===== src/rtl/if_id_hazard_pkg.sv =====
// Shared encodings for the IF/ID register and its hazard control.
package if_id_hazard_pkg;

  localparam int unsigned INSTR_W = 32;
  localparam int unsigned REG_W   = 5;
  localparam int unsigned OP_W    = 6;

  localparam logic [OP_W-1:0] OP_RTYPE = 6'h00;
  localparam logic [OP_W-1:0] OP_BEQ   = 6'h04;
  localparam logic [OP_W-1:0] OP_BNE   = 6'h05;
  localparam logic [OP_W-1:0] OP_SW    = 6'h2B;
  localparam logic [OP_W-1:0] FUNCT_JR = 6'h08;

  // Fetch-hold request sent back to the NPC/PC logic.
  typedef enum logic [1:0] {
    INSTAL_RUN   = 2'b00,
    INSTAL_LDUSE = 2'b01,
    INSTAL_BRDEP = 2'b10
  } instal_e;

  typedef enum logic [1:0] {
    ST_RUN   = 2'b00,
    ST_HOLD2 = 2'b01,
    ST_HOLD1 = 2'b10
  } state_e;

  // Instruction fields the hazard logic looks at.
  typedef struct packed {
    logic [OP_W-1:0]  op;
    logic [REG_W-1:0] rs;
    logic [REG_W-1:0] rt;
    logic [OP_W-1:0]  funct;
  } id_fields_t;

endpackage


===== src/rtl/if_id_hazard_hazard_detect.sv =====
// Combinational hold-length and ID-branch detection for the instruction in ID.
module hazard_detect
  import if_id_hazard_pkg::*;
(
  input  logic             id_valid,
  input  id_fields_t       fields,
  input  logic             ex_regwrite,
  input  logic             ex_memread,
  input  logic [REG_W-1:0] ex_rd,
  input  logic             mem_memread,
  input  logic [REG_W-1:0] mem_rd,
  output logic [1:0]       hold_len_c,
  output logic             br_id_c
);

  logic uses_rt;
  logic is_jr;
  logic ex_hit;
  logic mem_hit;

  // Register r is a source of the instruction in ID ($0 never is).
  function automatic logic reg_match(input logic [REG_W-1:0] r,
                                     input logic [REG_W-1:0] rs,
                                     input logic [REG_W-1:0] rt,
                                     input logic             rt_used);
    return (r != '0) && ((r == rs) || (rt_used && (r == rt)));
  endfunction

  // Decode source usage and producer matches, then pick the hold length.
  always_comb begin
    uses_rt    = (fields.op == OP_RTYPE) || (fields.op == OP_BEQ) ||
                 (fields.op == OP_BNE)   || (fields.op == OP_SW);
    is_jr      = (fields.op == OP_RTYPE) && (fields.funct == FUNCT_JR);
    br_id_c    = id_valid && ((fields.op == OP_BEQ) || (fields.op == OP_BNE) || is_jr);
    ex_hit     = id_valid && reg_match(ex_rd, fields.rs, fields.rt, uses_rt);
    mem_hit    = id_valid && reg_match(mem_rd, fields.rs, fields.rt, uses_rt);
    hold_len_c = 2'd0;
    if (br_id_c && ex_memread && ex_hit) begin
      hold_len_c = 2'd2;
    end else if ((!br_id_c && ex_memread && ex_hit) ||
                 (br_id_c && ex_regwrite && !ex_memread && ex_hit) ||
                 (br_id_c && mem_memread && mem_hit)) begin
      hold_len_c = 2'd1;
    end
  end

endmodule


===== src/rtl/if_id_hazard.sv =====
// IF/ID pipeline register with load-use / ID-branch hold control and perf counters.
module if_id_hazard
  import if_id_hazard_pkg::*;
#(
  parameter logic [INSTR_W-1:0] NOP_INSTR = 32'h0000_0000,
  parameter int unsigned        CNT_W     = 16
) (
  input  logic               clk,
  input  logic               rst,
  input  logic [INSTR_W-1:0] if_instr,
  input  logic [INSTR_W-1:0] if_pc4,
  input  logic               if_flush,
  input  logic               ex_regwrite,
  input  logic               ex_memread,
  input  logic [REG_W-1:0]   ex_rd,
  input  logic               mem_memread,
  input  logic [REG_W-1:0]   mem_rd,
  output logic [INSTR_W-1:0] id_instr,
  output logic [INSTR_W-1:0] id_pc4,
  output logic               id_valid,
  output logic [1:0]         instal,
  output logic               idex_bubble,
  output logic [CNT_W-1:0]   stall_cnt,
  output logic [CNT_W-1:0]   flush_cnt
);

  state_e     state;
  state_e     state_nxt;
  id_fields_t fields;
  logic [1:0] hold_len_c;
  logic       br_id_c;
  logic       hold_c;

  assign fields = '{op:    id_instr[31:26],
                    rs:    id_instr[25:21],
                    rt:    id_instr[20:16],
                    funct: id_instr[5:0]};

  hazard_detect u_hazard_detect (
    .id_valid    (id_valid),
    .fields      (fields),
    .ex_regwrite (ex_regwrite),
    .ex_memread  (ex_memread),
    .ex_rd       (ex_rd),
    .mem_memread (mem_memread),
    .mem_rd      (mem_rd),
    .hold_len_c  (hold_len_c),
    .br_id_c     (br_id_c)
  );

  // Hold-sequence state register.
  always_ff @(posedge clk or negedge rst) begin
    if (!rst) begin
      state <= ST_RUN;
    end else begin
      state <= state_nxt;
    end
  end

  // Next state and hold outputs; hazards are only sampled in RUN.
  always_comb begin
    state_nxt   = state;
    hold_c      = 1'b0;
    instal      = INSTAL_RUN;
    idex_bubble = 1'b0;
    case (state)
      ST_RUN: begin
        if (hold_len_c == 2'd2) begin
          hold_c    = 1'b1;
          state_nxt = ST_HOLD2;
        end else if (hold_len_c == 2'd1) begin
          hold_c    = 1'b1;
          state_nxt = ST_HOLD1;
        end
      end
      ST_HOLD2: begin
        hold_c    = 1'b1;
        state_nxt = ST_HOLD1;
      end
      ST_HOLD1: begin
        state_nxt = ST_RUN;
      end
      default: begin
        state_nxt = ST_RUN;
      end
    endcase
    if (hold_c) begin
      instal      = br_id_c ? INSTAL_BRDEP : INSTAL_LDUSE;
      idex_bubble = 1'b1;
    end
  end

  // IF/ID register: hold keeps contents, flush loads a NOP marked invalid.
  always_ff @(posedge clk or negedge rst) begin
    if (!rst) begin
      id_instr <= NOP_INSTR;
      id_pc4   <= '0;
      id_valid <= 1'b0;
    end else if (!hold_c) begin
      id_pc4 <= if_pc4;
      if (if_flush) begin
        id_instr <= NOP_INSTR;
        id_valid <= 1'b0;
      end else begin
        id_instr <= if_instr;
        id_valid <= 1'b1;
      end
    end
  end

  // Saturating stall and accepted-flush counters.
  always_ff @(posedge clk or negedge rst) begin
    if (!rst) begin
      stall_cnt <= '0;
      flush_cnt <= '0;
    end else begin
      if (hold_c && (stall_cnt != '1)) begin
        stall_cnt <= stall_cnt + CNT_W'(1);
      end
      if (!hold_c && if_flush && (flush_cnt != '1)) begin
        flush_cnt <= flush_cnt + CNT_W'(1);
      end
    end
  end

endmodule


===== config.mk =====
export PLATFORM = sky130hd
export DESIGN_NAME = if_id_hazard
export DESIGN_NICKNAME = d
export VERILOG_FILES = /design/src/rtl/if_id_hazard_pkg.sv /design/src/rtl/if_id_hazard_hazard_detect.sv /design/src/rtl/if_id_hazard.sv
export SDC_FILE = /design/constraint.sdc
export NUM_CORES = 1
export LEC_CHECK = 0
export CORE_UTILIZATION = 30
export DETAILED_ROUTE_END_ITERATION = 8
export PLACE_DENSITY = 0.62
export SLEW_MARGIN = 20
export SYNTH_ARGS = -nofsm -noshare
export SYNTH_HDL_FRONTEND = slang
export SYNTH_SLANG_ARGS = --single-unit

===== constraint.sdc =====
create_clock -name clk -period 3.55 [get_ports clk]
set_clock_uncertainty 0.15 [all_clocks]
set_input_delay 0.71 -clock clk [delete_from_list [all_inputs] [get_ports clk]]
set_output_delay 0.71 -clock clk [all_outputs]
set_load 0.01 [all_outputs]

### Yosys cells after proc, flatten, opt, wreduce, memory -nomap -nowiden

Cells that the tools add are included.

| word-level totals | value |
|---|---|
| register bits | 99 |
| bits in latches | 0 |
| RAM bits | 0 |
| memory bits (read-only) | 0 |
| output and inout port bits | 100 |
| logic and storage cells | 71 |
| memories kept | 0 |

| cells by class | value |
|---|---|
| add/sub/neg operators | 2 |
| $mul | 0 |
| divide/modulo/power cells | 0 |
| magnitude comparators | 0 |
| eq/ne operators | 14 |
| shift-type cells | 0 |
| multiplexer cells | 13 |
| bitwise logic cells | 0 |
| reduce and logical (&&, ||, !) cells | 36 |

Operator list:

| operator | count |
|---|---|
| $add A16 B1 Y16 const B | 2 |
| $mux W32 | 1 |
| $ne A16 B16 Y1 const B | 2 |
| $eq A5 B5 Y1 | 4 |
| $logic_and A1 B1 Y1 | 20 |
| $eq A6 B3 Y1 const B | 2 |
| $mux W2 | 5 |
| $reduce_bool A5 Y1 | 2 |
| $logic_or A1 B1 Y1 | 9 |
| $eq A6 B4 Y1 const B | 1 |
| $eq A6 B6 Y1 const B | 1 |
| $logic_not A6 Y1 | 1 |
| $mux W1 | 5 |
| $eq A2 B1 Y1 const B | 2 |
| $pmux W2 S2 | 1 |
| $logic_not A1 Y1 | 3 |
| $ne A3 B3 Y1 const B | 1 |
| $eq A2 B2 Y1 const B | 1 |
| $logic_not A2 Y1 | 1 |
| $pmux W1 S2 | 1 |

### Depth between registers and ports, before layout

| logic depth | value |
|---|---|
| depth in word-level cells | 20 |
| mapped depth | 10 |
| mapped depth without buffers | 8 |

### Modules after synthesis

From an unflattened synthesis, not the netlist that was laid out.

| second synthesis, totals | value |
|---|---|
| cells, all modules | 417 |
| area total of the unflattened synthesis | 4742.0 um2 |

By module, submodules not included:

| module | instances | cells an instance | area an instance (um2) |
|---|---|---|---|
| if_id_hazard | 1 | 369 | 4390.5 |
| hazard_detect | 1 | 48 | 351.6 |

### Worst setup path before layout

Ideal clock, no wire load.

| path | value |
|---|---|
| path type | input port to output port |
| start point | input ex_rd[0] |
| end point | output idex_bubble |
| arrival | 2.587 ns |
| data required time | 2.690 ns |
| path slack | 0.103 ns |
| stages on the path | 9 |
| path through | or4_1 > o21a_1 > and3_1 > a32oi_2 > a21oi_1 > a21oi_2 > buf_2 > buf_2 > inv_1 |

| on the way | value |
|---|---|
| longest elaborated chain between the ends | 15 |
| elaborated cells on any way between the ends | 20 |
| classes of those cells | 4 x eq/ne; 6 x mux; 10 x reduce/logical |

Ends and longest elaborated chain:

| element | RTL line | RTL |
|---|---|---|
| start, declared | if_id_hazard.sv:15 | `input logic [REG_W-1:0] ex_rd,` |
| $eq A5 B5 Y1 | if_id_hazard_hazard_detect.sv:26 | `return (r != '0) && ((r == rs) \|\| (rt_used && (r == rt)));` |
| $logic_and A1 B1 Y1 | if_id_hazard_hazard_detect.sv:26 |  |
| $logic_or A1 B1 Y1 | if_id_hazard_hazard_detect.sv:26 |  |
| $logic_and A1 B1 Y1 (*) | if_id_hazard_hazard_detect.sv:26 |  |
| $logic_and A1 B1 Y1 (*) | if_id_hazard_hazard_detect.sv:35 | `ex_hit = id_valid && reg_match(ex_rd, fields.rs, fields.rt, uses_rt);` |
| $logic_and A1 B1 Y1, on equally long branches | if_id_hazard_hazard_detect.sv:40, if_id_hazard_hazard_detect.sv:41 |  |
| $logic_or A1 B1 Y1 | if_id_hazard_hazard_detect.sv:40 | `end else if ((!br_id_c && ex_memread && ex_hit) \|\|` |
| $logic_or A1 B1 Y1 | if_id_hazard_hazard_detect.sv:41 | `(br_id_c && ex_regwrite && !ex_memread && ex_hit) \|\|` |
| $mux W1 | if_id_hazard_hazard_detect.sv:40 |  |
| $mux W2 (*) | if_id_hazard_hazard_detect.sv:38 | `if (br_id_c && ex_memread && ex_hit) begin` |
| $eq A2 B1 Y1 | if_id_hazard.sv:71 | `end else if (hold_len_c == 2'd1) begin` |
| $mux W1 | if_id_hazard.sv:71 |  |
| $mux W1 (*) | if_id_hazard.sv:68 | `if (hold_len_c == 2'd2) begin` |
| $pmux W1 S2 (*) | if_id_hazard.sv:66 | `case (state)` |
| $mux W1 (*) | if_id_hazard.sv:87 | `if (hold_c) begin` |
| end, declared | if_id_hazard.sv:22 | `output logic idex_bubble,` |

Every way passes the cells marked *; elsewhere a longest branch is shown, timed or not.

### Final worst setup path

| path | value |
|---|---|
| start point | input ex_rd[2] |
| end point | output instal[0] |

| on the way | value |
|---|---|
| longest elaborated chain between the ends | 15 |
| elaborated cells on any way between the ends | 20 |
| classes of those cells | 4 x eq/ne; 6 x mux; 10 x reduce/logical |

Ends and longest elaborated chain:

| element | RTL line | RTL |
|---|---|---|
| $eq A5 B5 Y1 | if_id_hazard_hazard_detect.sv:26 |  |
| $logic_and A1 B1 Y1 | if_id_hazard_hazard_detect.sv:26 |  |
| $logic_or A1 B1 Y1 | if_id_hazard_hazard_detect.sv:26 |  |
| $logic_and A1 B1 Y1 (*) | if_id_hazard_hazard_detect.sv:26 |  |
| $logic_and A1 B1 Y1 (*) | if_id_hazard_hazard_detect.sv:35 |  |
| $logic_and A1 B1 Y1, on equally long branches | if_id_hazard_hazard_detect.sv:40, if_id_hazard_hazard_detect.sv:41 |  |
| $logic_or A1 B1 Y1 | if_id_hazard_hazard_detect.sv:40 |  |
| $logic_or A1 B1 Y1 | if_id_hazard_hazard_detect.sv:41 |  |
| $mux W1 | if_id_hazard_hazard_detect.sv:40 |  |
| $mux W2 (*) | if_id_hazard_hazard_detect.sv:38 |  |
| $eq A2 B1 Y1 | if_id_hazard.sv:71 |  |
| $mux W1 | if_id_hazard.sv:71 |  |
| $mux W1 (*) | if_id_hazard.sv:68 |  |
| $pmux W1 S2 (*) | if_id_hazard.sv:66 |  |
| $mux W2 (*) | if_id_hazard.sv:87 |  |
| end, declared | if_id_hazard.sv:21 | `output logic [1:0] instal,` |

Marks and branches as above.

==> impl_metrics.yaml <==
yosys:
  synthDistinctLibCells: 40
  synth_common_cells: "dfrtp_1, nand3_1, inv_1, o21ai_0, mux2_2"
  synth_top_family_by_area: "simple AND/OR/NAND/NOR gates"
  synth.area.top_cells: "dfrtp_1, mux2_2, nand3_1"
  yosys.area.top_type: "dfrtp_1"
  synth_top_area_share_pct: 54.2
  yosys.area_share.simple_pct: 15.7
  yosysMostFrequentCell: "dfrtp_1"
  synth_compound_area_share_pct: 6.05
  synth_xor_area_share_pct: 9.20
  synth_cells: 424
  ys_ff_latch: 99
  synth_mux_area_share_pct: 8.87
  synth_edf_count: 0
  ys_warn_count: 0
  synth-main-ff-cell: "dfrtp_1"
  async_reset_ff_share_pct: 100
  synth_fa_ha_area_share_pct: 0.548
  syn_avg_cell_area_um2: 10.8
  syn_nets: 506
  synth_area_mm2: 0.00457
  synth_seq_area_share_pct: 54.2
floorplanning:
  die-area_mm2: 0.0157
  die_h_um: 125
  start_util_pct: 31.1
  die_x_um: 125
  rows: 44
  ios: 180
  core_area_mm2: 0.0147
critical_path:
  critPathArrivalTime_ns: 2.61
  cp.buffers_inverters: 3
  crit_slowest_cell: "or4_4"
  path_cells: "clkdlybuf4s15_1 > or4_4 > o21a_4 > and3_4 > a32oi_2 > a21oi_2 > a21oi_4 > buf_6 > nor2_1 > buf_2"
  required_ns: 2.69
  crit_path_start_kind: "input pin"
  cp-end-kind: "output port"
  crit_type: "in -> out"
  path_max_fanout: 4
  critPathMaxStageDelay_ns: 0.55
  critPathTopFamily: "simple AND/OR/NAND/NOR gates"
global_routing:
  grt_pass1_vias: 3885
  antenna_found_initial: 0
  gr-usage-all-layers_pct: 16.0
  grt_max_degree: 85
  grt_overflow: 0
  grt_first_pass_wirelength_mm: 20.0
power:
  vdd_drop_max_mv: 0.369
  switching_share_pct: 25.6
  seqPwrFrac_pct: 44.7
  power.internal_uw: 2230
  power.leakage_uw: 0.00289
  pwr-share-clk_pct: 35.0
  netSwitchingPower_uw: 765
  power_frac_comb_pct: 20.3
  p_per_area_mw_per_mm2: 429
placement:
  dpl_cell_area_mm2: 0.00660
  io_buffers: 179
  routabilityCongestion: 0.831
  pre_cts_ws_ns: -0.525
  hpwl_mm: 8.71
clock_network:
  cts_sinks: 99
  clock_path_buffers: 2
  cts-hold-fix-buffers: 0
  cts_root_buffer: "clkbuf_16"
  cts_tree: "built"
  cts_buffers: 9
  clk_latency_ns: 0.34
  h-tree-depth: 3
  clk_pin_slew_ns: 0.07
timing:
  rsz0062_at_grt: "false"
  setup_violations: 0
  tightest_slew_ns: 0.774
  fin_ws_ns: 0.0754
  fmax_mhz: 288
  maxSlewHeadroom_pct: 48.4
  period_share_pct: 97.9
  hold_viol: 0
  finalCriticalPeriod_ns: 3.47
  drv_slew: 0
run_status:
  violations: "DRC"
  outcome: "finished, violations left"
routing:
  num_vias: 3817
  drt_iter0_drc: 225
  drc_errors: 12
  drt-total-wl_mm: 12.3
  viasPerCell: 4.77
  routedWlPerCell_um: 15.3
  drt-pass1-iter-count: 7
  detail-route-antenna-nets: 0
cells_and_area:
  diodes: 0
  drive_gt1_share_pct: 13.3
  fin_nets: 695
  design_area_mm2: 0.00697
  syn2layout_area_growth_pct: 52.6
flow_run:
  cap_violations: 0
hold_path:
  hold_class: "in -> async"
-- final timing paths --
check | depth (start not counted) | startpoint | to | slack (ns)
worst max register to register | 10 | id_instr[31] | stall_cnt[4] | 0.45
worst min-delay path | 1 | rst | id_pc4[18] | 0.26
max in group asynchronous | 2 | rst | id_instr[22] | 2.22
worst min register to register | 1 | state[0] | state[0] | 0.32
min in group clk | 1 | state[0] | state[0] | 0.32
worst max-delay path | 10 | ex_rd[2] | instal[0] | 0.08
-- logic make-up (layout without fill, tap and decap cells) --
logic type / after synthesis / after routing
AO/OA/AOI/OAI: 46 / 46
AND/OR/NAND/NOR: 136 / 136
buffers and inverters: 57 / 250
XOR/XNOR: 48 / 48
multiplexers: 36 / 36
adder cells (fa/ha/maj): 2 / 2
flip-flops: 99 / 99
-- layer usage --
layer  up-vias  GRT usage (%)  wire length [um]
met3        13           3.17               577
met1      1870           19.6              5290
met2        98           27.5              6190
li1       1836              -                 -
met4         0           6.60               214
met5         -              0                 0
-- stage by stage --
stage	hold WS, ns	total power, uW	cells	TNS, ns	utilization [%]
floorplan	0.264	1580	424	0	-
global placement	0.294	1950	782	-24.33	44.9
detailed placement	0.301	1970	782	-26.74	44.9
CTS	0.312	3040	800	0	47.2
global route	0.332	3150	801	0	47.4
finish	0.260	2990	801	0	47.4
-- power by group through the flow --
stage | combinational (uW) | clock [uW] | sequential (uW)
floorplan | 192 | 0 | 1390
global placement | 599 | 0 | 1350
detailed placement | 607 | 0 | 1360
CTS | 612 | 1090 | 1340
global route | 657 | 1130 | 1360
finish | 606 | 1050 | 1340
-- repair_timing --
action | CTS | global route
gates cloned | 0 | 0
setup buffers | 3 | 1
setup endpoints to repair | 36 | 6
endpoints found under the hold margin | 0 | 0
gates resized for setup | 18 | 8
pin swaps | 5 | 6
-- worst reg2reg max path: cells and delay by family (launching register included) --
| family | cells | cell delay, ns |
|---|---|---|
| buf+inv | 2 | 0.44 |
| flops | 1 | 0.41 |
| xor+xnor | 1 | 0.18 |
| simple gates | 3 | 1.08 |
| compound gates | 4 | 0.79 |
-- state kept, by name, summed over array words and instances (netlist names) --
signal     cells
state          2
id_valid       1
id_pc4        32
stall_cnt     16
id_instr      32
flush_cnt     16
-- cell usage in the layout, fill, tap and decap left out, types with 2 or more instances in the layout --
cell             synthesis  routed
clkdlybuf4s50_1          0     170
dfrtp_1                 99      99
nand3_1                 51      51
inv_1                   37      37
o21ai_0                 34      33
mux2_2                  32      32
xnor2_1                 27      27
xor2_1                  21      21
nor2_1                  20      20
buf_4                    3      18
nand2_1                 12      12
nand4_1                 11      11
and3_1                  12      11
nor3_1                   9       9
clkbuf_16                0       9
nor4_1                   5       4
mux2_1                   4       4
nor4b_1                  3       3
or3_1                    2       2
a41oi_1                  2       2
a21oi_1                  3       2
nand2b_1                 2       2
ha_1                     2       2
bufinv_16                0       2
clkinv_2                 0       2
clkdlybuf4s15_1          0       2
dlygate4sd2_1            0       2
buf_6                    1       2
buf_2                   10       2
-- cell type report --
class                           count  area [um2]
Fill cell                        1340        7730
Sequential cell                    99        2480
Timing Repair Buffer              198        1920
Multi-Input combinational cell    268        1890
Clock buffer                       10         239
Tap cell                          184         230
Inverter                           37         139
Clock inverter                      5        77.6
(Power assumes the default switching activity.)
